$ cat config.mk
export PLATFORM = sky130hd
export DESIGN_NAME = sim_run_controller
export DESIGN_NICKNAME = d
export VERILOG_FILES = /design/src/rtl/sim_run_controller.sv
export SDC_FILE = /design/constraint.sdc
export NUM_CORES = 1
export LEC_CHECK = 0
export CELL_PAD_IN_SITES_DETAIL_PLACEMENT = 1
export CELL_PAD_IN_SITES_GLOBAL_PLACEMENT = 1
export CORE_AREA = 2 2 109 69
export DETAILED_ROUTE_END_ITERATION = 8
export DIE_AREA = 0 0 111 71
export PLACE_DENSITY = 0.72
export SKIP_CTS_REPAIR_TIMING = 1
export SLEW_MARGIN = 0
export SYNTH_ARGS = -nofsm -noshare
export SYNTH_HDL_FRONTEND = slang
export SYNTH_SLANG_ARGS = --single-unit
export TNS_END_PERCENT = 5
$ cat constraint.sdc
create_clock -name clock -period 2 [get_ports clock]
set_input_delay 0.4 -clock clock [delete_from_list [all_inputs] [get_ports clock]]
set_output_delay 0.4 -clock clock [all_outputs]
set_load 0.01 [all_outputs]
$ cat src/rtl/sim_run_controller.sv
// Run sequencer for a clock/reset/success DUT: holds reset, releases it, watches
// success against a cycle budget, gates tracing and latches a sticky verdict.
module sim_run_controller #(
  parameter int RESET_CYCLES   = 2,
  parameter int TIMEOUT_CYCLES = 21,
  parameter int CNT_W          = 16
) (
  input  logic             clock,
  input  logic             reset,
  input  logic             start,
  input  logic             abort,
  input  logic             dut_success,
  output logic             dut_reset,
  output logic             trace_en,
  output logic             busy,
  output logic             done,
  output logic             pass,
  output logic             fail,
  output logic [1:0]       fail_code,
  output logic [CNT_W-1:0] cycle_count
);

  typedef enum logic [2:0] {
    IDLE = 3'd0,
    RST  = 3'd1,
    RUN  = 3'd2,
    PASS = 3'd3,
    FAIL = 3'd4
  } state_t;

  localparam logic [CNT_W-1:0] RST_LAST  = CNT_W'(RESET_CYCLES - 1);
  localparam logic [CNT_W-1:0] RUN_LIMIT = CNT_W'(TIMEOUT_CYCLES);

  localparam logic [1:0] CODE_NONE    = 2'b00;
  localparam logic [1:0] CODE_TIMEOUT = 2'b01;
  localparam logic [1:0] CODE_ABORT   = 2'b10;

  state_t           state;
  logic [CNT_W-1:0] rst_cnt;
  logic [CNT_W-1:0] count_inc;

  // Count value for the RUN cycle being decided; also the frozen verdict count.
  assign count_inc = cycle_count + CNT_W'(1);

  always_ff @(posedge clock) begin
    if (reset) begin
      state       <= IDLE;
      rst_cnt     <= '0;
      cycle_count <= '0;
      dut_reset   <= 1'b1;
      trace_en    <= 1'b0;
      busy        <= 1'b0;
      done        <= 1'b0;
      pass        <= 1'b0;
      fail        <= 1'b0;
      fail_code   <= CODE_NONE;
    end else begin
      case (state)
        IDLE, PASS, FAIL: begin
          // Verdict and count hold here until a new run is requested.
          if (start) begin
            state       <= RST;
            rst_cnt     <= '0;
            cycle_count <= '0;
            pass        <= 1'b0;
            fail        <= 1'b0;
            fail_code   <= CODE_NONE;
            dut_reset   <= 1'b1;
            trace_en    <= 1'b0;
            busy        <= 1'b1;
            done        <= 1'b0;
          end
        end

        RST: begin
          rst_cnt <= rst_cnt + CNT_W'(1);
          if (abort) begin
            state     <= FAIL;
            fail      <= 1'b1;
            fail_code <= CODE_ABORT;
            busy      <= 1'b0;
            done      <= 1'b1;
            dut_reset <= 1'b1;
            trace_en  <= 1'b0;
          end else if (rst_cnt == RST_LAST) begin
            state     <= RUN;
            dut_reset <= 1'b0;
            trace_en  <= 1'b1;
          end
        end

        RUN: begin
          cycle_count <= count_inc;
          if (abort) begin
            state     <= FAIL;
            fail      <= 1'b1;
            fail_code <= CODE_ABORT;
            busy      <= 1'b0;
            done      <= 1'b1;
            dut_reset <= 1'b1;
            trace_en  <= 1'b0;
          end else if (dut_success) begin
            state     <= PASS;
            pass      <= 1'b1;
            busy      <= 1'b0;
            done      <= 1'b1;
            dut_reset <= 1'b1;
            trace_en  <= 1'b0;
          end else if (count_inc == RUN_LIMIT) begin
            state     <= FAIL;
            fail      <= 1'b1;
            fail_code <= CODE_TIMEOUT;
            busy      <= 1'b0;
            done      <= 1'b1;
            dut_reset <= 1'b1;
            trace_en  <= 1'b0;
          end
        end

        default: begin
          state     <= IDLE;
          dut_reset <= 1'b1;
          trace_en  <= 1'b0;
          busy      <= 1'b0;
          done      <= 1'b0;
        end
      endcase
    end
  end

endmodule

==> run metrics <==
status=finished with violations; failing checks=negative setup slack; clock sink count=between 40 and 50; mean post-synth cell area=7.862 um2; Post-synth EDFFs=0; antenna cells=0; CP Data Required Time=roughly 2.2 ns; worst hold path type=reg2reg; crit share post-route=107.3%; GR Util All Layers=22.48%; final net count=409; Routed Wire Length=between 9 and 10 mm; Max Freq=approximately 470 MHz; DIE HEIGHT=71 um; largest net degree at the start of global routing=17; met3 global-route usage=roughly 3.8%; commonest non-fill, non-tap cell in the layout=buf_4; CTS Buffer Depth=2; PD cells=around 970 mW/mm2; Final WS setup=-0.1454 ns; ANT nets after route=0; GRT Max-Usage Layer=met1; Post-Synthesis Cells=between 300 and 400; Worst Skew=slightly above 0.009 ns; synth unique cells=61; I/O Buffers=28; Clock Latency Late Sink=0.29 ns; Pins Over Slew Limit=0; max-cap viol count=0; Post-Syn Area=about 0.0025 mm2; CTS tree=built; Root Buffer=clkbuf_16; total gr overflow=0; Vias=between 2000 and 3000; clk slew on worst S/H paths=around 0.070 ns; layout cells sized above 1=~29%; Post-synth top flop=dfxtp_1; critical path endpoint category=flip-flop; startpoint types=flip-flop; core outline area=between 0.006 and 0.007 mm2; Setup CP Type=reg2reg; commonest non-fill, non-tap cells in the layout=buf_4 (63), nor2_1 (43), dfxtp_1 (38); FP Rows=24; Min Clock Period, post-route=2.145 ns; initial core utilization=a little over a third; Leak=around 0.0014 uW; drt drc=0; dpl ws=-0.2048 ns; TritonRoute pass-1 iters=4; Seq cells post-synth=43; Placer Congestion=0.9259; Peak VDD IR=around 0.52 mV; sequential share of the synthesized area=around a third; first-pass GRT wire length=14.24 mm; yosys warns=0; DR WL/cell=18.50 um; final setup TNS=-0.9037 ns; Worst EP arrival=between 2 and 2.5 ns; Slew @ Worst Pin=between 0.3 and 0.4 ns; grt met2 use=about 34%; HPWL after detailed placement=6.290 mm; Critical Path Fanout Max=5; Setup Viol. Count Final=9; die area=a little under 0.008 mm2; vias per inst=5.480; max_slew headroom=73.62%; Synth async-reset ratio=0%; CTS Buf Count=5; initial DRC count=between 100 and 150; die width=approximately 110 um; post-synth net total=approximately 330; I/O pin count=29; Global Route met1 Usage=34.23%; number of global-route vias before repair=between 2000 and 3000; Area Overhead vs Synth=45.98%; RSZ-0062 raised after global routing=yes; # H-tree levels=2; initial antenna violation count=0; Final Hold Vio Count=0
-- worst paths after layout --
| kind | startpoint | endpoint | slack [ns] | depth (start not counted) |
|---|---|---|---|---|
| worst min-delay path | fail$_SDFFE_PP0P_ | fail$_SDFFE_PP0P_ | 0.47 | 2 |
| worst max-delay path | cycle_count[1]$_SDFFE_PP0P_ | busy$_SDFFE_PP0P_ | -0.15 | 8 |
| worst max register to register | cycle_count[1]$_SDFFE_PP0P_ | busy$_SDFFE_PP0P_ | -0.15 | 8 |
| worst min register to register | fail$_SDFFE_PP0P_ | fail$_SDFFE_PP0P_ | 0.47 | 2 |
-- metal layers --
layer | wire (um) | vias up | share of wire [%]
met1 | 4710 | 1336 | 52
met2 | 4021 | 42 | 44
li1 | - | 1312 | -
met3 | 310 | 6 | 3.4
met5 | 0 | - | 0
met4 | 61 | 0 | 0.67
-- sequential cells by signal, indices dropped and copies added (netlist names) --
| name | count |
|---|---|
| busy | 1 |
| cycle_count | 16 |
| done | 1 |
| dut_reset | 1 |
| fail | 1 |
| fail_code | 2 |
| pass | 1 |
| rst_cnt | 16 |
| state | 3 |
| trace_en | 1 |
-- final cells by class --
type	instances	area [um2]
fillers	836	3298
multi-input cells	244	1643
flip-flops and latches	43	872.1
repair buffers	94	795.8
clock buffers	7	163.9
well taps	91	113.9
inverters	12	45.04
clock inverters	1	5.005
-- critical path, cell delays in order (launching register included) --
cell and delay, ns:
dfxtp_4 0.36, ha_4 0.17, nand3_4 0.12, nor4_4 0.33, mux2i_2 0.31, nand2_2 0.10
nor3_4 0.24, o31a_1 0.28, o22ai_1 0.12
-- cell usage after synthesis, types with 3 or more instances --
master / instances / share of area, %
a21oi_1: 30 / 6.0
nor2_1: 43 / 6.5
inv_1: 12 / 1.8
o21a_1: 5 / 1.5
or3_1: 5 / 1.3
nand4_1: 4 / 1.0
clkbuf_1: 11 / 1.7
nand2_1: 24 / 3.6
o211ai_1: 3 / 0.90
nor2b_1: 4 / 1.0
o21ai_0: 15 / 3.0
o22ai_1: 3 / 0.75
xnor2_1: 5 / 1.8
nand2b_1: 3 / 0.75
nor4_1: 3 / 0.75
and3_1: 4 / 1.0
a211oi_1: 8 / 2.4
buf_2: 3 / 0.60
nor3_1: 11 / 2.2
nand3_1: 18 / 3.6
a311oi_1: 5 / 1.8
or2_2: 3 / 0.75
dfxtp_1: 43 / 35
ha_1: 4 / 2.0
a31oi_1: 3 / 0.75
-- kinds of logic after synthesis --
kind of cell / count (synthesis) / synth area share (%)
flops: 43 / 34.54
compound gates: 89 / 23.29
mux: 4 / 1.857
simple gates: 140 / 30.52
fa+ha+maj: 4 / 2.008
buf+inv: 30 / 5.321
xor+xnor: 7 / 2.460
-- power by group --
part           leakage (uW)  internal [uW]  switching (uW)
sequential         0.000351            948            63.3
combinational      0.000967            668             912
clock             0.0000850            572             371
-- stage by stage --
stage / power (uW) / util (%) / hold slack [ns] / area, um2 / instances
global placement: 2424 / 47.15 / 0.4366 / 3271 / 479
finish: 3533 / 52.45 / 0.4659 / 3638 / 492
floorplan: 1819 / - / 0.4696 / 2527 / 317
detailed placement: 2464 / 47.15 / 0.4584 / 3271 / 479
global route: 3715 / 52.45 / 0.4875 / 3638 / 492
CTS: 3425 / 49.59 / 0.4691 / 3440 / 487
No activity file was read; power rests on OpenSTA's default activity.
